### config.mk
export PLATFORM = sky130hd
export DESIGN_NAME = gshare_predictor
export DESIGN_NICKNAME = d
export VERILOG_FILES = /design/src/rtl/bp_pkg.sv /design/src/rtl/pht_table.sv /design/src/rtl/gshare_predictor.sv
export SDC_FILE = /design/constraint.sdc
export NUM_CORES = 2
export LEC_CHECK = 0
export CORE_MARGIN = 5
export CORE_UTILIZATION = 50
export DETAILED_ROUTE_END_ITERATION = 10
export PLACE_DENSITY = 0.74
export SYNTH_ARGS = -nofsm -noshare
export SYNTH_HDL_FRONTEND = slang
export SYNTH_SLANG_ARGS = --single-unit
### constraint.sdc
create_clock -name clk -period 45.6 [get_ports clk]
set_clock_uncertainty 0.15 [all_clocks]
set_input_delay 9.12 -clock clk [delete_from_list [all_inputs] [get_ports clk]]
set_output_delay 9.12 -clock clk [all_outputs]
set_load 0.005 [all_outputs]
### src/rtl/bp_pkg.sv
// Shared types, defaults and the saturating-counter rule for the gshare predictor.
package bp_pkg;

  // Default configuration: 2-bit counters written as weakly not-taken at init.
  localparam int CTR_W_DEF    = 2;
  localparam int CTR_INIT_DEF = 1;

  // Widest counter sat_update can handle; per-instance counters are sliced from it.
  localparam int CTR_MAX_W = 8;

  typedef logic [CTR_W_DEF-1:0] ctr_t;

  typedef enum logic {
    INIT = 1'b0,
    RUN  = 1'b1
  } state_t;

  // Saturating up/down step of a ctr_w-bit counter carried in a CTR_MAX_W field.
  function automatic logic [CTR_MAX_W-1:0] sat_update(
    input logic [CTR_MAX_W-1:0] ctr,
    input logic                 taken,
    input int                   ctr_w
  );
    logic [CTR_MAX_W-1:0] ctr_max;
    ctr_max = CTR_MAX_W'((1 << ctr_w) - 1);
    if (taken) begin
      sat_update = (ctr == ctr_max) ? ctr : ctr + CTR_MAX_W'(1);
    end else begin
      sat_update = (ctr == '0) ? ctr : ctr - CTR_MAX_W'(1);
    end
  endfunction

endpackage

### src/rtl/pht_table.sv
// Pattern history table: combinational read, one write port shared by the
// init sweep and commit-time training (the sweep wins).
module pht_table
  import bp_pkg::*;
#(
  parameter int IDX_W    = 10,
  parameter int CTR_W    = CTR_W_DEF,
  parameter int CTR_INIT = CTR_INIT_DEF
) (
  input  logic             clk,
  input  logic             init_en,
  input  logic [IDX_W-1:0] init_ptr,
  input  logic [IDX_W-1:0] rd_idx,
  output logic [CTR_W-1:0] rd_ctr,
  input  logic             upd_en,
  input  logic [IDX_W-1:0] upd_idx,
  input  logic             upd_taken
);

  localparam int DEPTH = 1 << IDX_W;

  logic [CTR_W-1:0]     pht [DEPTH];
  logic                 wr_en;
  logic [IDX_W-1:0]     wr_idx;
  logic [CTR_W-1:0]     wr_data;
  logic [CTR_MAX_W-1:0] trained;

  // Prediction sees the stored value; a same-cycle write is not bypassed.
  assign rd_ctr  = pht[rd_idx];
  assign trained = sat_update(CTR_MAX_W'(pht[upd_idx]), upd_taken, CTR_W);

  // Select the write source: init sweep over training.
  // NOTE: every always_comb output gets a default first so no latch is inferred.
  always_comb begin
    wr_en   = init_en | upd_en;
    wr_idx  = upd_idx;
    wr_data = CTR_W'(trained);
    if (init_en) begin
      wr_idx  = init_ptr;
      wr_data = CTR_W'(CTR_INIT);
    end
  end

  // Table storage write.
  // NOTE: the array has no reset; the init sweep defines its contents before use.
  always_ff @(posedge clk) begin
    if (wr_en) pht[wr_idx] <= wr_data;
  end

endmodule

### src/rtl/gshare_predictor.sv
// gshare branch predictor top: global history, init/run FSM and index hashing.
module gshare_predictor
  import bp_pkg::*;
#(
  parameter int IDX_W    = 10,
  parameter int HIST_W   = 10,
  parameter int CTR_W    = CTR_W_DEF,
  parameter int CTR_INIT = CTR_INIT_DEF
) (
  input  logic              clk,
  input  logic              reset,
  input  logic              clear_req,
  output logic              ready,
  input  logic              pred_valid,
  input  logic [31:0]       pred_pc,
  output logic              pred_taken,
  output logic [IDX_W-1:0]  pred_idx,
  output logic [HIST_W-1:0] pred_hist,
  input  logic              upd_valid,
  input  logic [IDX_W-1:0]  upd_idx,
  input  logic              upd_taken,
  input  logic              mispredict,
  input  logic              mis_is_branch,
  input  logic [HIST_W-1:0] mis_hist,
  input  logic              mis_taken
);

  state_t            state, state_next;
  logic [IDX_W-1:0]  init_ptr, init_ptr_next;
  logic [HIST_W-1:0] ghr, ghr_next;
  logic [CTR_W-1:0]  rd_ctr;
  logic              unused_pc_bits;

  // PC bits outside the index field do not participate in the hash.
  assign unused_pc_bits = ^{pred_pc[31:IDX_W+2], pred_pc[1:0]};

  assign ready      = (state == RUN);
  assign pred_idx   = pred_pc[IDX_W+1:2] ^ IDX_W'(ghr);
  assign pred_hist  = ghr;
  assign pred_taken = ready & pred_valid & rd_ctr[CTR_W-1];

  pht_table #(
    .IDX_W   (IDX_W),
    .CTR_W   (CTR_W),
    .CTR_INIT(CTR_INIT)
  ) u_pht (
    .clk      (clk),
    .init_en  (state == INIT),
    .init_ptr (init_ptr),
    .rd_idx   (pred_idx),
    .rd_ctr   (rd_ctr),
    .upd_en   (ready & upd_valid),
    .upd_idx  (upd_idx),
    .upd_taken(upd_taken)
  );

  // State, sweep pointer and history registers.
  // NOTE: sequential state uses non-blocking assignments so all registers update together.
  always_ff @(posedge clk or posedge reset) begin
    if (reset) begin
      state    <= INIT;
      init_ptr <= '0;
      ghr      <= '0;
    end else begin
      state    <= state_next;
      init_ptr <= init_ptr_next;
      ghr      <= ghr_next;
    end
  end

  // Next-state: sweep in INIT; in RUN clear, then recovery, then speculative shift.
  always_comb begin
    state_next    = state;
    init_ptr_next = init_ptr;
    ghr_next      = ghr;
    case (state)
      INIT: begin
        init_ptr_next = init_ptr + IDX_W'(1);
        ghr_next      = '0;
        if (&init_ptr) state_next = RUN;
      end
      RUN: begin
        if (clear_req) begin
          state_next    = INIT;
          init_ptr_next = '0;
          ghr_next      = '0;
        end else if (mispredict && mis_is_branch) begin
          ghr_next = (mis_hist << 1) | HIST_W'(mis_taken);
        end else if (mispredict) begin
          ghr_next = mis_hist;
        end else if (pred_valid) begin
          ghr_next = (ghr << 1) | HIST_W'(pred_taken);
        end
      end
      default: state_next = INIT;
    endcase
  end

endmodule

* Yosys cells after proc, flatten, opt, wreduce, memory -nomap -nowiden
Memory sizes are Yosys's and may differ from the RTL's.
Index checks and enable logic that the tools add are counted.
** Cells by class
- Shift operators :: 0
- Add/sub/neg operators :: 3
- Equality and inequality tests :: 3
- Order comparisons :: 0
- Divide/modulo/power cells :: 0
- Multipliers :: 0
- Bitwise logic cells :: 8
- Reduce and logical (&&, ||, !) cells :: 3
- Muxes and demuxes :: 17
** Operators with widths (number)
- 10-bit two-way mux :: 6
- 10-bit one-hot mux with 2 select lines :: 2
- 10-bit by 1-bit bitwise OR with 10-bit output :: 2
- 10-bit by 1-bit adder with 10-bit output, second input constant :: 1
- 10-bit AND reduction :: 1
- 10-bit bitwise XOR :: 1
- 2-bit two-way mux :: 4
- 5-bit by 4-bit inequality test with 1-bit output, second input constant :: 1
- 1-bit two-way mux :: 4
- 1-bit AND :: 3
- 2-bit by 1-bit adder with 2-bit output, second input constant :: 1
- 2-bit equality test, second input constant :: 1
- 2-bit zero test :: 1
- 2-bit inequality test, second input constant :: 1
- 1-bit one-hot mux with 2 select lines :: 1
- 2-bit by 1-bit subtractor with 2-bit output, second input constant :: 1
- 1-bit logical AND :: 1
- 1-bit NOT :: 1
- 1-bit bitwise OR :: 1
** Storage, ports and cells
- Register bits after elaboration :: 21
- Word-level logic and storage cells :: 38
- ROM bits :: 0
- Memory bits (writable) :: 2048
- Memories kept :: 1
- Output and inout port bits :: 22
- Input bits :: 61
- Bits in latches :: 0
** Memories
- u_pht.pht :: words 1024, width 2, read ports 2, clocked after memory_dff 0, write ports 1, line pht_table.sv:22 : logic [CTR_W-1:0] pht [DEPTH];

* Longest topological paths before layout
An unclocked memory read counts as a cell.
- Depth in word-level cells :: 9
- Depth in mapped cells :: 16
- Depth with buffers taken out :: 10

* Modules after synthesis
From an unflattened synthesis, not the netlist that was laid out.
** Second synthesis, totals
- Cell total of the unflattened synthesis :: 5790
- Area total of the unflattened synthesis :: 101132.0 um^2
** Modules (own cells, without submodules)
- pht_table :: area an instance 99887.0 um^2, cells an instance 5666, times used 1
- gshare_predictor :: area an instance 1244.9 um^2, cells an instance 124, times used 1

* Worst setup path after synthesis
OpenSTA, ideal clock, no wires.
- Kind :: input port to flip-flop
- Start point :: input upd_idx[0]
- End point :: memory u_pht.pht[0][0] (netlist name), data pin
- Arrival time :: 39556 ps
- Setup slack :: -395 ps
- Buffers on the path :: 4
- Cell stages on the path :: 13
- Path through :: buf_6 -> buf_4 -> buf_4 -> buf_4 -> mux4_2 -> mux4_2 -> nand2_1 -> nand4_1 -> a21oi_1 -> o2111ai_1 -> nand4_1 -> a2111oi_2 -> a31oi_1
** On the way
- Word-level cells in the longest chain between the ends :: 5
- Elaborated cells between the ends (all ways) :: 9
- Classes of those cells :: add/sub (2); eq/ne (1); mux (4); reduce/logical (1); memory (1)
** RTL lines
- start: declaration :: line gshare_predictor.sv:20 : input logic [IDX_W-1:0] upd_idx,
- memory 1024 x 2 bit *
- 2-bit by 1-bit subtractor with 2-bit output (tied with other cells) :: line bp_pkg.sv:29 : sat_update = (ctr == '0) ? ctr : ctr - CTR_MAX_W'(1);
- 2-bit two-way mux (on tied branches) :: line bp_pkg.sv:29, bp_pkg.sv:27
- 2-bit two-way mux * :: line bp_pkg.sv:26 : if (taken) begin
- 2-bit two-way mux * :: line pht_table.sv:38 : if (init_en) begin
- named net u_pht.wr_data[0] :: line pht_table.sv:25 : logic [CTR_W-1:0] wr_data;
- end: declaration :: line pht_table.sv:22
Mark *: on every way through the listed nets, which the timed path passes. The rest lies on a longest branch.

* Worst setup path in the final report
- Start point :: input pred_pc[2]
- End point :: output pred_taken
** On the way
- Word-level cells in the longest chain between the ends :: 3
** RTL lines
- start: declaration :: line gshare_predictor.sv:15 : input logic [31:0] pred_pc,
- 10-bit bitwise XOR :: line gshare_predictor.sv:38 : assign pred_idx = pred_pc[IDX_W+1:2] ^ IDX_W'(ghr);
- memory 1024 x 2 bit
- 1-bit AND :: line gshare_predictor.sv:40 : assign pred_taken = ready & pred_valid & rd_ctr[CTR_W-1];
- end: declaration :: line gshare_predictor.sv:16 : output logic pred_taken,
No other way between the ends.

==> results.txt <==
After the last flow step, the layout net total stands at 5,539. The power share of the sequential group came out at 48.8%. Setup violations remaining at the end of the flow were counted as 0.

The tree is rooted in a clkbuf_16. The proportion of total power due to net switching is 25.0%. The area of the core came out at 0.185 sq mm. The internal power component came out at 0.00319 W. The Yosys step of the flow raised 0 warnings. The final standard cell area without fillers came out at 0.103 sq mm.

The net count after synthesis is 5,606. After global routing the overflow that remains totals 0. In the finished design, the share of the clock period the worst path needs comes to 55.3%. The final count of pins violating max slew is 0. The hold buffer count at cts came out at 0. The data arrival at the endpoint of the critical path came out at 15,960 ps. The clock input transition at the sequential cells of the worst setup and hold paths came out at 60 ps. The number of setup buffers added after CTS is 0.

At the end of routability-driven placement, the weighted congestion stood at 0.913. The share of flip-flops with an asynchronous set or reset after synthesis came out at 1.01%. The most common flop cell mapped by yosys is edfxtp_1. The placed instance count is 7,749. The transition at the pin with the smallest max-transition slack is 1310 ps. The total power divided by cell area is 41.3 mW/mm^2. The starting utilization of the core area came out at 50.3%. Yosys mapped a number of flops with a built-in enable equal to 2,048. The total die area came out at 0.195 sq mm. In this run the tightest slew margin relative to its limit is 13.0%. The largest total area in the synthesized netlist belongs to edfxtp_1. The run finished with clean final reports. The clock passes through at most 3 buffers. The highest clock rate came out at 0.0396 GHz. In this run the mean area of a mapped cell was 16.8 sq um. In the final layout, the share of cells above drive strength 1 is 23.5%.

The largest net degree at the start of global routing is 277. In this run the number of H-tree levels came out at 4. The combinational power share is 10.2%. The die boundary width came out at 442 um. The largest vdd supply drop came out at 0.0421 mV. The number of top-level pins is 83. The total iterations of the first detailed-routing run is 9.

In this run the worst hold path is classified as register to register. The required time of the critical path came out at 36,330 ps. Summing the sequential cell areas from Yosys gives 66.5% of the chip area. In the final routed layout, each cell accounts on average for 34.5 um. The type of element capturing the critical path is an output port.

The global-route wire length before repair is 400 mm. The largest fanout on the critical path came out at 61. In the synthesized netlist, the number of instances is 5,544. The part of the total power dissipated in the clock network is 40.9%.

Yosys attributes the largest share of cell area to edfxtp_1 (66%), mux4_2 (19%), nor2_1 (4.3%). The number of global-route vias before repair came out at 56,033. In this run the core area contains 158 standard-cell rows. The mapped cell area came out at 0.0933 sq mm. Hold timing on the final database bottoms out at a slack of 420 ps. The initial DRC count came out at 8,824. The number of buffers inserted by port buffering is 60. The HPWL after detailed placement is 164 mm. The switching power total is 0.00107 W. The initial antenna violation count came out at 15. The antenna violation net count after detailed routing came out at 0.

The setup path with the least slack is of type input pin to output port. The share of synthesized area in the top cell type comes to 66.0%. The number of DRC violations after detailed routing came out at 0. The filler cell count came out at 14,064. The number of gates resized after CTS was 0. The final routed wirelength across all metal layers is 281 mm. The number of clock sinks came out at 2,069. The placed instance area is 0.0960 sq mm. Using the TritonRoute via totals, the vias-per-cell ratio works out to 6.96. The number of non-filler instances in the completed layout is 8,148.

The summed negative setup slack over all endpoints came out at 0 ps. The leakage power is 31.0 nW. The worst setup path is launched from an input pin. The max-cap violation count is 0. The area growth from synthesis to layout is 10.4%. The via total after detailed routing came out at 56,690. The TritonCTS clock tree is done. The floorplan die height is 442 um.

The clock network latency to the later pin of the worst-skew pair is 880 ps. The synthesized design contains 2,069 register bits. The total routing usage reported by global routing is 28.3%. The routed design could run at a clock period as short as 25,230 ps. After synthesis, the netlist uses 79 different library cells. The count of final hold-check violations came out at 0. Setup repair after global routing left no endpoint under its margin.

The TritonCTS buffer count came out at 206.
area by class of cell:
cell class	instances	area, sq um	share of cell area [%]
antenna	13	32.5	0.0316
clock buffer	260	5500	5.35
clock inverter	126	1400	1.36
inverter	19	100	0.0973
multi-input combinational	2977	29000	28.2
sequential	2069	62000	60.3
tap	2480	3100	3.02
timing repair buffer	204	1750	1.70
critical path, cell delays in order:
cell and delay [ps]:
clkdlybuf4s50_1 490, xnor2_4 150, buf_4 330, inv_8 610, buf_4 840, buf_4 500, mux4_2 590, a311oi_1 280
o31ai_1 100, a2111oi_0 1060, a32oi_1 340, a21oi_2 380, a21oi_1 330, clkdlybuf4s50_1 560
sequential cells by signal (all words and copies together) (netlist names):
name / cells
init_ptr: 10
ready: 1
pred_hist: 10
u_pht.pht: 2048
stage by stage:
step | utilization [%] | total power, W | setup slack [ps]
after global routing | 55.5 | 0.00435 | 20140
after detailed placement | 51.8 | 0.00254 | 20630
final | 55.5 | 0.00426 | 20370
after floorplan | - | 0.00235 | 879
after global placement | 51.8 | 0.00253 | 20590
after CTS | 55.5 | 0.00425 | 20610
path summary, 6_finish.rpt:
path	from	to	slack, ps	cells past startpoint
worst min-delay path	init_ptr[9]	init_ptr[9]	420	1
worst max-delay path	pred_pc[2]	pred_taken	20370	14
min in group asynchronous	reset	init_ptr[1]	8560	3
max in group asynchronous	reset	pred_hist[5]	36320	3
worst max register to register	u_pht.pht[79][0]	u_pht.pht[687][1]	37100	14
worst min register to register	init_ptr[9]	init_ptr[9]	420	1
layout by cell type, fill, tap and decap left out, types with 10 or more instances in the layout:
cell / n
o31ai_1: 16
mux4_2: 772
a31oi_1: 24
clkdlybuf4s50_1: 55
clkinv_1: 45
or3_2: 10
dfrtp_1: 20
nand3_1: 74
a32oi_1: 16
o21ai_0: 44
a211oi_1: 46
o22ai_1: 26
mux2i_1: 122
diode_2: 13
mux2_2: 32
nor2_1: 1063
inv_1: 10
nand2_1: 248
clkinv_2: 34
clkbuf_1: 43
bufinv_16: 26
a21oi_1: 71
o221ai_1: 48
buf_4: 140
nor2b_1: 23
nand4_1: 32
a22oi_1: 56
clkbuf_16: 209
a211o_1: 16
edfxtp_1: 2048
nand2_2: 22
nor3_1: 47
nand2b_1: 16
Yosys cell counts, drive strengths merged, types with 48 or more instances:
library cell	instances
a21oi	72
o221ai	48
clkbuf	303
a22oi	56
nand2	270
nand3	74
o21ai	48
edfxtp	2048
mux2i	122
nor3	48
nor2	1067
mux4	772
buf	176
layer usage:
metal,up-vias,wire length (um),GRT usage (%)
met3,950,41200,9.30
met1,29063,93600,36.7
met5,-,13,0
met4,2,18300,14.9
met2,4589,128000,43.0
li1,22086,-,-
power by group through the flow:
stage               sequential [W]  clock, W  combinational (W)
finish                     0.00208   0.00174           0.000436
detailed placement         0.00212         0           0.000418
floorplan                  0.00211         0           0.000236
global placement           0.00212         0           0.000414
global route               0.00208   0.00183           0.000439
CTS                        0.00208   0.00175           0.000420
kinds of logic after synthesis:
group	after synthesis	synth area share, %
flip-flops	2069	66.5
multiplexers	926	20.3
AO/OA/AOI/OAI	438	3.34
buffers and inverters	498	2.63
AND/OR/NAND/NOR	1601	7.04
adder cells (fa/ha/maj)	1	0.0134
XOR/XNOR	11	0.119
Power figures use the tool's default switching activity.
